**src/rtl/ac_config_sequencer.sv**
```systemverilog
// SSM2603 bring-up sequencer: walks the codec register sequence through an I2C master, then forwards user writes.
// Optional user-write path compiled in with `define AC_CFG_USER_WRITE_EN.
module ac_config_sequencer #(
  parameter string      INTERFACE_TYPE = "I2S",
  parameter int         DATA_WDT       = 24,
  parameter int         SETTLE_CYCLES  = 2_500_000,
  parameter int         MAX_RETRIES    = 3,
  parameter logic [6:0] DEV_ADDR       = 7'h1A
) (
  input  logic        clk,
  input  logic        reset,
  input  logic        start,
  output logic        i2cReq,
  output logic [6:0]  i2cDev,
  output logic [15:0] i2cData,
  input  logic        i2cAck,
  input  logic        i2cNack,
  input  logic        userReq,
  input  logic [6:0]  userRegAddr,
  input  logic [8:0]  userRegData,
  output logic        userAck,
  output logic        modEn,
  output logic        busy,
  output logic        done,
  output logic        error
);

  if (INTERFACE_TYPE != "LEFT-JUSTIFIED" && INTERFACE_TYPE != "RIGHT-JUSTIFIED" &&
      INTERFACE_TYPE != "I2S") begin : g_bad_if_type
    $error("ac_config_sequencer: unsupported INTERFACE_TYPE");
  end
  if (DATA_WDT != 16 && DATA_WDT != 20 && DATA_WDT != 24 && DATA_WDT != 32) begin : g_bad_wdt
    $error("ac_config_sequencer: unsupported DATA_WDT");
  end

  localparam logic [1:0] FMT_MODE = (INTERFACE_TYPE == "I2S")            ? 2'b10 :
                                    (INTERFACE_TYPE == "LEFT-JUSTIFIED") ? 2'b01 : 2'b00;
  localparam logic [1:0] FMT_WDT  = (DATA_WDT == 16) ? 2'b00 : (DATA_WDT == 20) ? 2'b01 :
                                    (DATA_WDT == 24) ? 2'b10 : 2'b11;
  localparam logic [8:0] FMT      = {5'b00000, FMT_WDT, FMT_MODE};
  localparam int RETRY_W  = (MAX_RETRIES < 1) ? 1 : $clog2(MAX_RETRIES + 1);
  localparam int SETTLE_W = $clog2(SETTLE_CYCLES + 1);

  typedef enum logic [2:0] {
    S_IDLE, S_ISSUE, S_WAIT, S_SETTLE, S_READY, S_UWAIT, S_ERROR
  } state_t;

  state_t                r_state,      w_state_next;
  logic [3:0]            r_step,       w_step_next;
  logic [RETRY_W-1:0]    r_retry,      w_retry_next;
  logic [SETTLE_W-1:0]   r_settle_cnt, w_settle_next;
  logic [15:0]           r_data,       w_data_next;
  logic                  r_done,       w_done_next;
  logic                  r_user_ack,   w_user_ack_next;

  // Step 10 is the VMID settle wait and has no register write.
  function automatic logic [15:0] step_word(input logic [3:0] step);
    case (step)
      4'd0:    step_word = {7'd15, 9'h000};
      4'd1:    step_word = {7'd6,  9'h072};
      4'd2:    step_word = {7'd0,  9'h017};
      4'd3:    step_word = {7'd1,  9'h017};
      4'd4:    step_word = {7'd2,  9'h079};
      4'd5:    step_word = {7'd3,  9'h079};
      4'd6:    step_word = {7'd4,  9'h012};
      4'd7:    step_word = {7'd5,  9'h000};
      4'd8:    step_word = {7'd7,  FMT};
      4'd9:    step_word = {7'd8,  9'h000};
      4'd11:   step_word = {7'd9,  9'h001};
      4'd12:   step_word = {7'd6,  9'h062};
      default: step_word = 16'h0000;
    endcase
  endfunction

  always_ff @(posedge clk or posedge reset) begin
    if (reset) begin
      r_state      <= S_IDLE;
      r_step       <= '0;
      r_retry      <= '0;
      r_settle_cnt <= '0;
      r_data       <= '0;
      r_done       <= 1'b0;
      r_user_ack   <= 1'b0;
    end else begin
      r_state      <= w_state_next;
      r_step       <= w_step_next;
      r_retry      <= w_retry_next;
      r_settle_cnt <= w_settle_next;
      r_data       <= w_data_next;
      r_done       <= w_done_next;
      r_user_ack   <= w_user_ack_next;
    end
  end

  always_comb begin
    w_state_next    = r_state;
    w_step_next     = r_step;
    w_retry_next    = r_retry;
    w_settle_next   = r_settle_cnt;
    w_data_next     = r_data;
    w_done_next     = 1'b0;
    w_user_ack_next = 1'b0;
    case (r_state)
      S_IDLE, S_ERROR, S_READY: begin
        if (start) begin
          w_state_next = S_ISSUE;
          w_step_next  = 4'd0;
          w_retry_next = '0;
        end
`ifdef AC_CFG_USER_WRITE_EN
        else if (r_state == S_READY && userReq) begin
          w_state_next = S_UWAIT;
          w_data_next  = {userRegAddr, userRegData};
        end
`endif
      end
      S_ISSUE: begin
        w_data_next  = step_word(r_step);
        w_state_next = S_WAIT;
      end
      S_WAIT: begin
        // NACK wins when both responses arrive together.
        if (i2cNack) begin
          if (r_retry < RETRY_W'(MAX_RETRIES)) begin
            w_retry_next = r_retry + 1'b1;
            w_state_next = S_ISSUE;
          end else begin
            w_state_next = S_ERROR;
          end
        end else if (i2cAck) begin
          w_retry_next = '0;
          if (r_step == 4'd9) begin
            w_step_next   = 4'd10;
            w_settle_next = '0;
            w_state_next  = S_SETTLE;
          end else if (r_step == 4'd12) begin
            w_done_next  = 1'b1;
            w_state_next = S_READY;
          end else begin
            w_step_next  = r_step + 4'd1;
            w_state_next = S_ISSUE;
          end
        end
      end
      S_SETTLE: begin
        // Jump straight into the step-11 request so the idle time equals the settle length.
        if (r_settle_cnt == SETTLE_W'(SETTLE_CYCLES - 1)) begin
          w_step_next  = 4'd11;
          w_data_next  = step_word(4'd11);
          w_state_next = S_WAIT;
        end else begin
          w_settle_next = r_settle_cnt + 1'b1;
        end
      end
      S_UWAIT: begin
        if (i2cAck || i2cNack) begin
          w_user_ack_next = 1'b1;
          w_state_next    = S_READY;
        end
      end
      default: w_state_next = S_IDLE;
    endcase
  end

  always_comb begin
    i2cReq  = (r_state == S_WAIT) || (r_state == S_UWAIT);
    modEn   = (r_state == S_READY) || (r_state == S_UWAIT);
    busy    = (r_state == S_ISSUE) || (r_state == S_WAIT) ||
              (r_state == S_SETTLE) || (r_state == S_UWAIT);
    error   = (r_state == S_ERROR);
    done    = r_done;
    userAck = r_user_ack;
    i2cData = r_data;
    i2cDev  = DEV_ADDR;
  end

`ifndef AC_CFG_USER_WRITE_EN
  logic w_unused_user;
  assign w_unused_user = ^{userReq, userRegAddr, userRegData};
`endif

endmodule

```
**config.mk**
```make
export PLATFORM = sky130hd
export DESIGN_NAME = ac_config_sequencer
export DESIGN_NICKNAME = d
export VERILOG_FILES = /design/src/rtl/ac_config_sequencer.sv
export SDC_FILE = /design/constraint.sdc
export NUM_CORES = 1
export LEC_CHECK = 0
export ABC_AREA = 1
export CORE_MARGIN = 2
export CORE_UTILIZATION = 48
export CTS_CLUSTER_SIZE = 24
export DETAILED_ROUTE_END_ITERATION = 12
export GPL_ROUTABILITY_DRIVEN = 0
export GPL_TIMING_DRIVEN = 0
export PLACE_DENSITY = 0.83
export SYNTH_ARGS = -nofsm -noshare
export SYNTH_HDL_FRONTEND = slang
export SYNTH_SLANG_ARGS = --single-unit
export TNS_END_PERCENT = 20
```
**constraint.sdc**
```tcl
create_clock -name clk -period 1.6 [get_ports clk]
set_input_delay 0.24 -clock clk [delete_from_list [all_inputs] [get_ports clk]]
set_output_delay 0.24 -clock clk [all_outputs]
set_load 0.02 [all_outputs]
```
Word level (Yosys, flattened, before mapping)
Memories as Yosys holds them, arrays and structs flattened.
Index checks and enable logic that the tools add are counted.
Widths: inputs -> output; s select.
{ "word_totals": {"register_bits": 49, "romBits": 176, "input_bits": 22, "out_inout_bits": 29, "elab_cells": 83, "mem_count": 1} }
{ "op_classes": {"n_addsub": 3, "order_cmp": 1, "eq_ne": 19, "muxes": 35, "reduce_logical": 17} }
{ "memory_table": {"columns": ["name", "depth", "word_bits", "rd", "rd_clocked_by_memory_dff", "write_ports", "line", "source"], "rows": [
  ["(no name shown)", 16, 11, 1, 0, 0, "58", "case (step)"]
]} }
{ "ops": {"columns": ["operator", "count"], "rows": [
  ["$mux 22", 4],
  ["$pmux 22 s2", 1],
  ["$pmux 16 s2", 1],
  ["$mux 3", 8],
  ["$mux 4", 6],
  ["$add 22x1->22 const B", 1],
  ["$eq 22x22->1 const B", 1],
  ["$mux 16", 1],
  ["$pmux 3 s5", 1],
  ["$ne 2x2->1 const B", 7],
  ["$pmux 4 s3", 1],
  ["$eq 3x3->1 const B", 3],
  ["$ne 3x3->1 const B", 3],
  ["$eq 4x4->1 const B", 2],
  ["$mux 2", 4],
  ["$reduce_and 4->1", 2],
  ["$mux 1", 7],
  ["$eq 3x2->1 const B", 2],
  ["$logic_or 1x1->1", 6],
  ["$reduce_and 6->1", 1],
  ["$reduce_bool 2->1", 3],
  ["$reduce_and 5->1", 1],
  ["$add 4x1->4 const B", 1],
  ["$pmux 2 s2", 1],
  ["7 further kinds", 7]
]} }

Logic depth before layout (Yosys ltp)
{ "depth": {"depth_word": 6, "ltp_mapped": 10, "mapped_depth_nobuf": 9} }

Worst setup path after synthesis
No wires, ideal clock.
{ "synth_timing": {"path_type": "register -> register", "start": "register r_step[1]", "end": "register r_settle_cnt[18]", "arrival_ns": 1.416, "t_required_ns": 1.482, "path_slack_ns": 0.066, "path_stages_with_launch": 11, "n_path_buf": 1, "period_less_slack_ns": 1.534, "path_cell_list": "dfrtp_1 -> inv_1 -> ha_1 -> nand3_1 -> nand2_1 -> nand3_1 -> nor2_2 -> nand2_4 -> buf_6 -> nand2_1 -> nand2_1"} }
{ "synth_between": {"elab_chain_len": 3} }
{ "synth_lines": {"columns": ["item", "line", "source"], "rows": [
  ["start: declaration", "49", "logic [3:0] r_step, w_step_next;"],
  ["start signal: assignment", "86", "r_step <= w_step_next;"],
  ["$eq 4x4->1", "132", "if (r_step == 4'd9) begin"],
  ["$ne 2x2->1 (no source line)", null, null],
  ["$reduce_and 5->1 (no source line)", null, null],
  ["end signal: assignment", "88", "r_settle_cnt <= w_settle_next;"],
  ["end: declaration", "51", "logic [SETTLE_W-1:0] r_settle_cnt, w_settle_next;"]
]} }
No other way between the ends.
A chain may end at the register's enable or synchronous reset.

Final worst setup path
{ "layout_timing": {"start": "register r_step[0]", "end": "register r_step[3]"} }
{ "layout_between": {"elab_chain_len": 6, "word_cells_on_any_way": 10} }
{ "layout_lines": {"columns": ["item", "line", "source"], "rows": [
  ["$add 4x1->4", "140", "w_step_next = r_step + 4'd1;"],
  ["$mux 4", "136", "end else if (r_step == 4'd12) begin"],
  ["$mux 4", "132", null],
  ["$mux 4", "130", "end else if (i2cAck) begin"],
  ["$mux 4", "123", "if (i2cNack) begin"],
  ["$pmux 4 s3", "103", "case (r_state)"]
]} }
Several ways; a longest one is shown, not always the timed one. The select of a mux whose other input is x is not followed.

==> impl_metrics.json <==
{
  "slew_violations": 0,
  "fin_ws_ns": -0.02157,
  "setup_viol": 8,
  "clockRootBuffer": "clkbuf_8",
  "top_layer_used": "met4",
  "fin_crit_ns": 1.622,
  "die_area_um2": 6850,
  "drt_first_pass_iters": 5,
  "grt_pass1_vias": 2736,
  "netlist_area_um2": 2978,
  "rows": 28,
  "core_area_um2": 5956,
  "ant_nets": 0,
  "fin_crit_sh": 1.013,
  "cts-buffers-inserted": 5,
  "path_clk_slew_ns": 0.09,
  "synth-seq-area-share": 0.3613,
  "synth_seq_cells": 43,
  "ioPinCount": 51,
  "met2WireLength_mm": 3.972,
  "rsz0062_at_grt": "true",
  "min_path_type": "in2async",
  "wl_per_cell_um": 13.52,
  "crit_slowest_cell": "dfrtp_2",
  "start_kind": "flop",
  "wl_met3_um": 258,
  "fin_util": 0.6254,
  "cpPeakStageDelay_ns": 0.46,
  "htree_levels": 2,
  "grt_max_degree": 44,
  "violations": "setup timing",
  "run_status": "finished with violations",
  "fill_cells": 537,
  "worstSetupPathType": "reg2reg",
  "crit_path_cell_trace": "ha_4 -> nand3_4 -> nand2_2 -> buf_4 -> buf_4 -> buf_4 -> nor2_2 -> nor2_1 -> nand3_1 -> nand2_1",
  "drive_gt1_frac": 0.2245,
  "crit_required_ns": 1.81,
  "p_leak_nw": 1.898,
  "worst_pin_slew_ns": 0.9116,
  "hpwl_mm": 4.819,
  "synth.distinct_cells": 36,
  "io_buffers": 21,
  "crit_top_cell": "buf_4",
  "antenna_found_initial": 0,
  "cts_max_path_buffers": 2,
  "drt_wl_total_mm": 7.641,
  "clk_latency_ns": 0.31,
  "start_util": 0.5000,
  "dr.first_iter.drc_count": 255,
  "area_growth_pct": 25.08,
  "cts_tree": "done",
  "final_cell_mix": "nand2_1, nand3_1, nor2_1",
  "met1_length_mm": 3.181,
  "postCtsHoldBufs": 0,
  "fin_nets": 522,
  "grt_pass1_wl_mm": 12.07,
  "holdWs_ns": 0.4438,
  "slew_headroom": 0.3914,
  "dieWidth_um": 82.77,
  "layout_commonest_cell": "nand2_1",
  "p_per_area_nw_per_um2": 1733,
  "fmax_ghz": 0.6167,
  "via_count": 2930,
  "cap_violations": 0,
  "num_antenna_cells": 0,
  "via_per_inst": 5.186,
  "synth_warnings": 0,
  "finalSetupTns_ns": -0.08927,
  "fin_worst_skew_ns": 0.009253,
  "syn_inst": 433,
  "finalHoldViolations": 0,
  "die_h_um": 82.77,
  "drc": 0,
  "clkSinkCount": 43,
  "pre_cts_ws_ns": -0.2259,
  "overflow": 0,
  "max-vdd-ir-drop_v": 0.0009956,
  "syn_area_per_cell_um2": 6.877,
  "crit_fanout": 3,
  "grt_usage": 0.2298,
  "cp_data_arrival_time_ns": 1.83,
  "end_kind": "flop"
}
-- area by class of cell --
class                      instances  area, um^2  share of cell area
timing repair buffer              40       357.8             0.09607
clock buffer                       5       68.82             0.01847
clock inverter                     3       20.02            0.005375
multi-input combinational        339        1784              0.4790
tap                               75       93.84             0.02519
inverter                          39       155.1             0.04165
buffer                            21       161.4             0.04333
sequential                        43        1084              0.2909
-- routing by layer --
layer  global-route usage  vias up
li1                     -     1450
met1               0.2649     1369
met2               0.4331       81
met3              0.02717       30
met4              0.08361        0
met5                    0        -
-- power breakdown --
part	switching, mW	internal [mW]	leakage, nW
Combinational	2.18	1.50	1.32
Clock	0.420	0.304	0.0402
Sequential	0.500	1.55	0.537
-- what timing repair did --
action,in CTS,in global routing
pin swaps,4,12
cloned,1,1
gates resized for setup,36,37
buffers inserted,7,10
setup endpoints to repair,38,41
-- cell usage after synthesis --
master,instances,area [um^2]
dfrtp_1,43,1076
nand4_2,1,12.51
nand3b_1,3,22.52
nor3_1,3,15.01
conb_1,2,7.510
clkbuf_2,1,5.000
o211ai_1,2,15.01
buf_4,14,105.1
nand2_1,157,589.3
a31o_2,1,8.760
nor2_8,1,20.02
nand2_2,5,31.28
o21ai_1,1,5.000
nand3_1,51,255.2
a21oi_1,4,20.02
clkinv_1,1,3.750
o21bai_1,1,7.510
or2_2,2,12.51
or2_1,2,12.51
buf_6,2,22.52
o31ai_1,1,7.510
xor2_1,3,26.28
a21boi_2,1,11.26
clkbuf_1,1,3.750
inv_2,5,18.77
xnor2_1,6,52.55
buf_2,4,20.02
nor2_1,47,176.4
ha_1,11,137.6
nand4_1,6,37.54
o21ai_0,9,45.04
nand3_2,1,10.01
o22ai_1,1,6.260
inv_1,33,123.9
nand2_4,2,22.52
nor2_2,5,31.28
-- final timing paths --
path	cells past startpoint	from	to	slack, ns
min	2	reset	i2cData[4]	0.44
max in group asynchronous	2	reset	r_settle_cnt[5]	0.53
max reg2reg	10	r_step[0]	r_step[3]	-0.02
min reg2reg	2	i2cData[12]	i2cData[12]	0.48
max	10	r_step[0]	r_step[3]	-0.02
min in group clk	2	i2cData[12]	i2cData[12]	0.48
-- kinds of logic after synthesis --
group	synth area share
XOR/XNOR	0.02647
adder cells (fa/ha/maj)	0.04622
other	0.002522
AND/OR/NAND/NOR	0.4193
AO/OA/AOI/OAI	0.04244
buffers and inverters	0.1017
flip-flops	0.3613
-- sequential cells by signal (all words and copies together), names as in the netlist --
name,count
r_settle_cnt,22
done,1
r_state,3
r_retry,2
i2cData,10
userAck,1
r_step,4
-- worst max-delay path, delay by kind of cell (launching register included) --
family | cells | cell delay [ns]
flip-flops | 1 | 0.46
AND/OR/NAND/NOR | 6 | 0.46
buffers and inverters | 3 | 0.38
adder cells (fa/ha/maj) | 1 | 0.20
-- per-stage QoR --
step,power (mW),std cells,cell area (um^2)
after CTS,5.951,554,3518
after detailed placement,5.077,539,3319
final,6.455,565,3725
after global routing,6.957,565,3725
after global placement,4.964,539,3319
after floorplan,4.188,443,3015
Note: power is estimated with default switching activity, not from simulation.
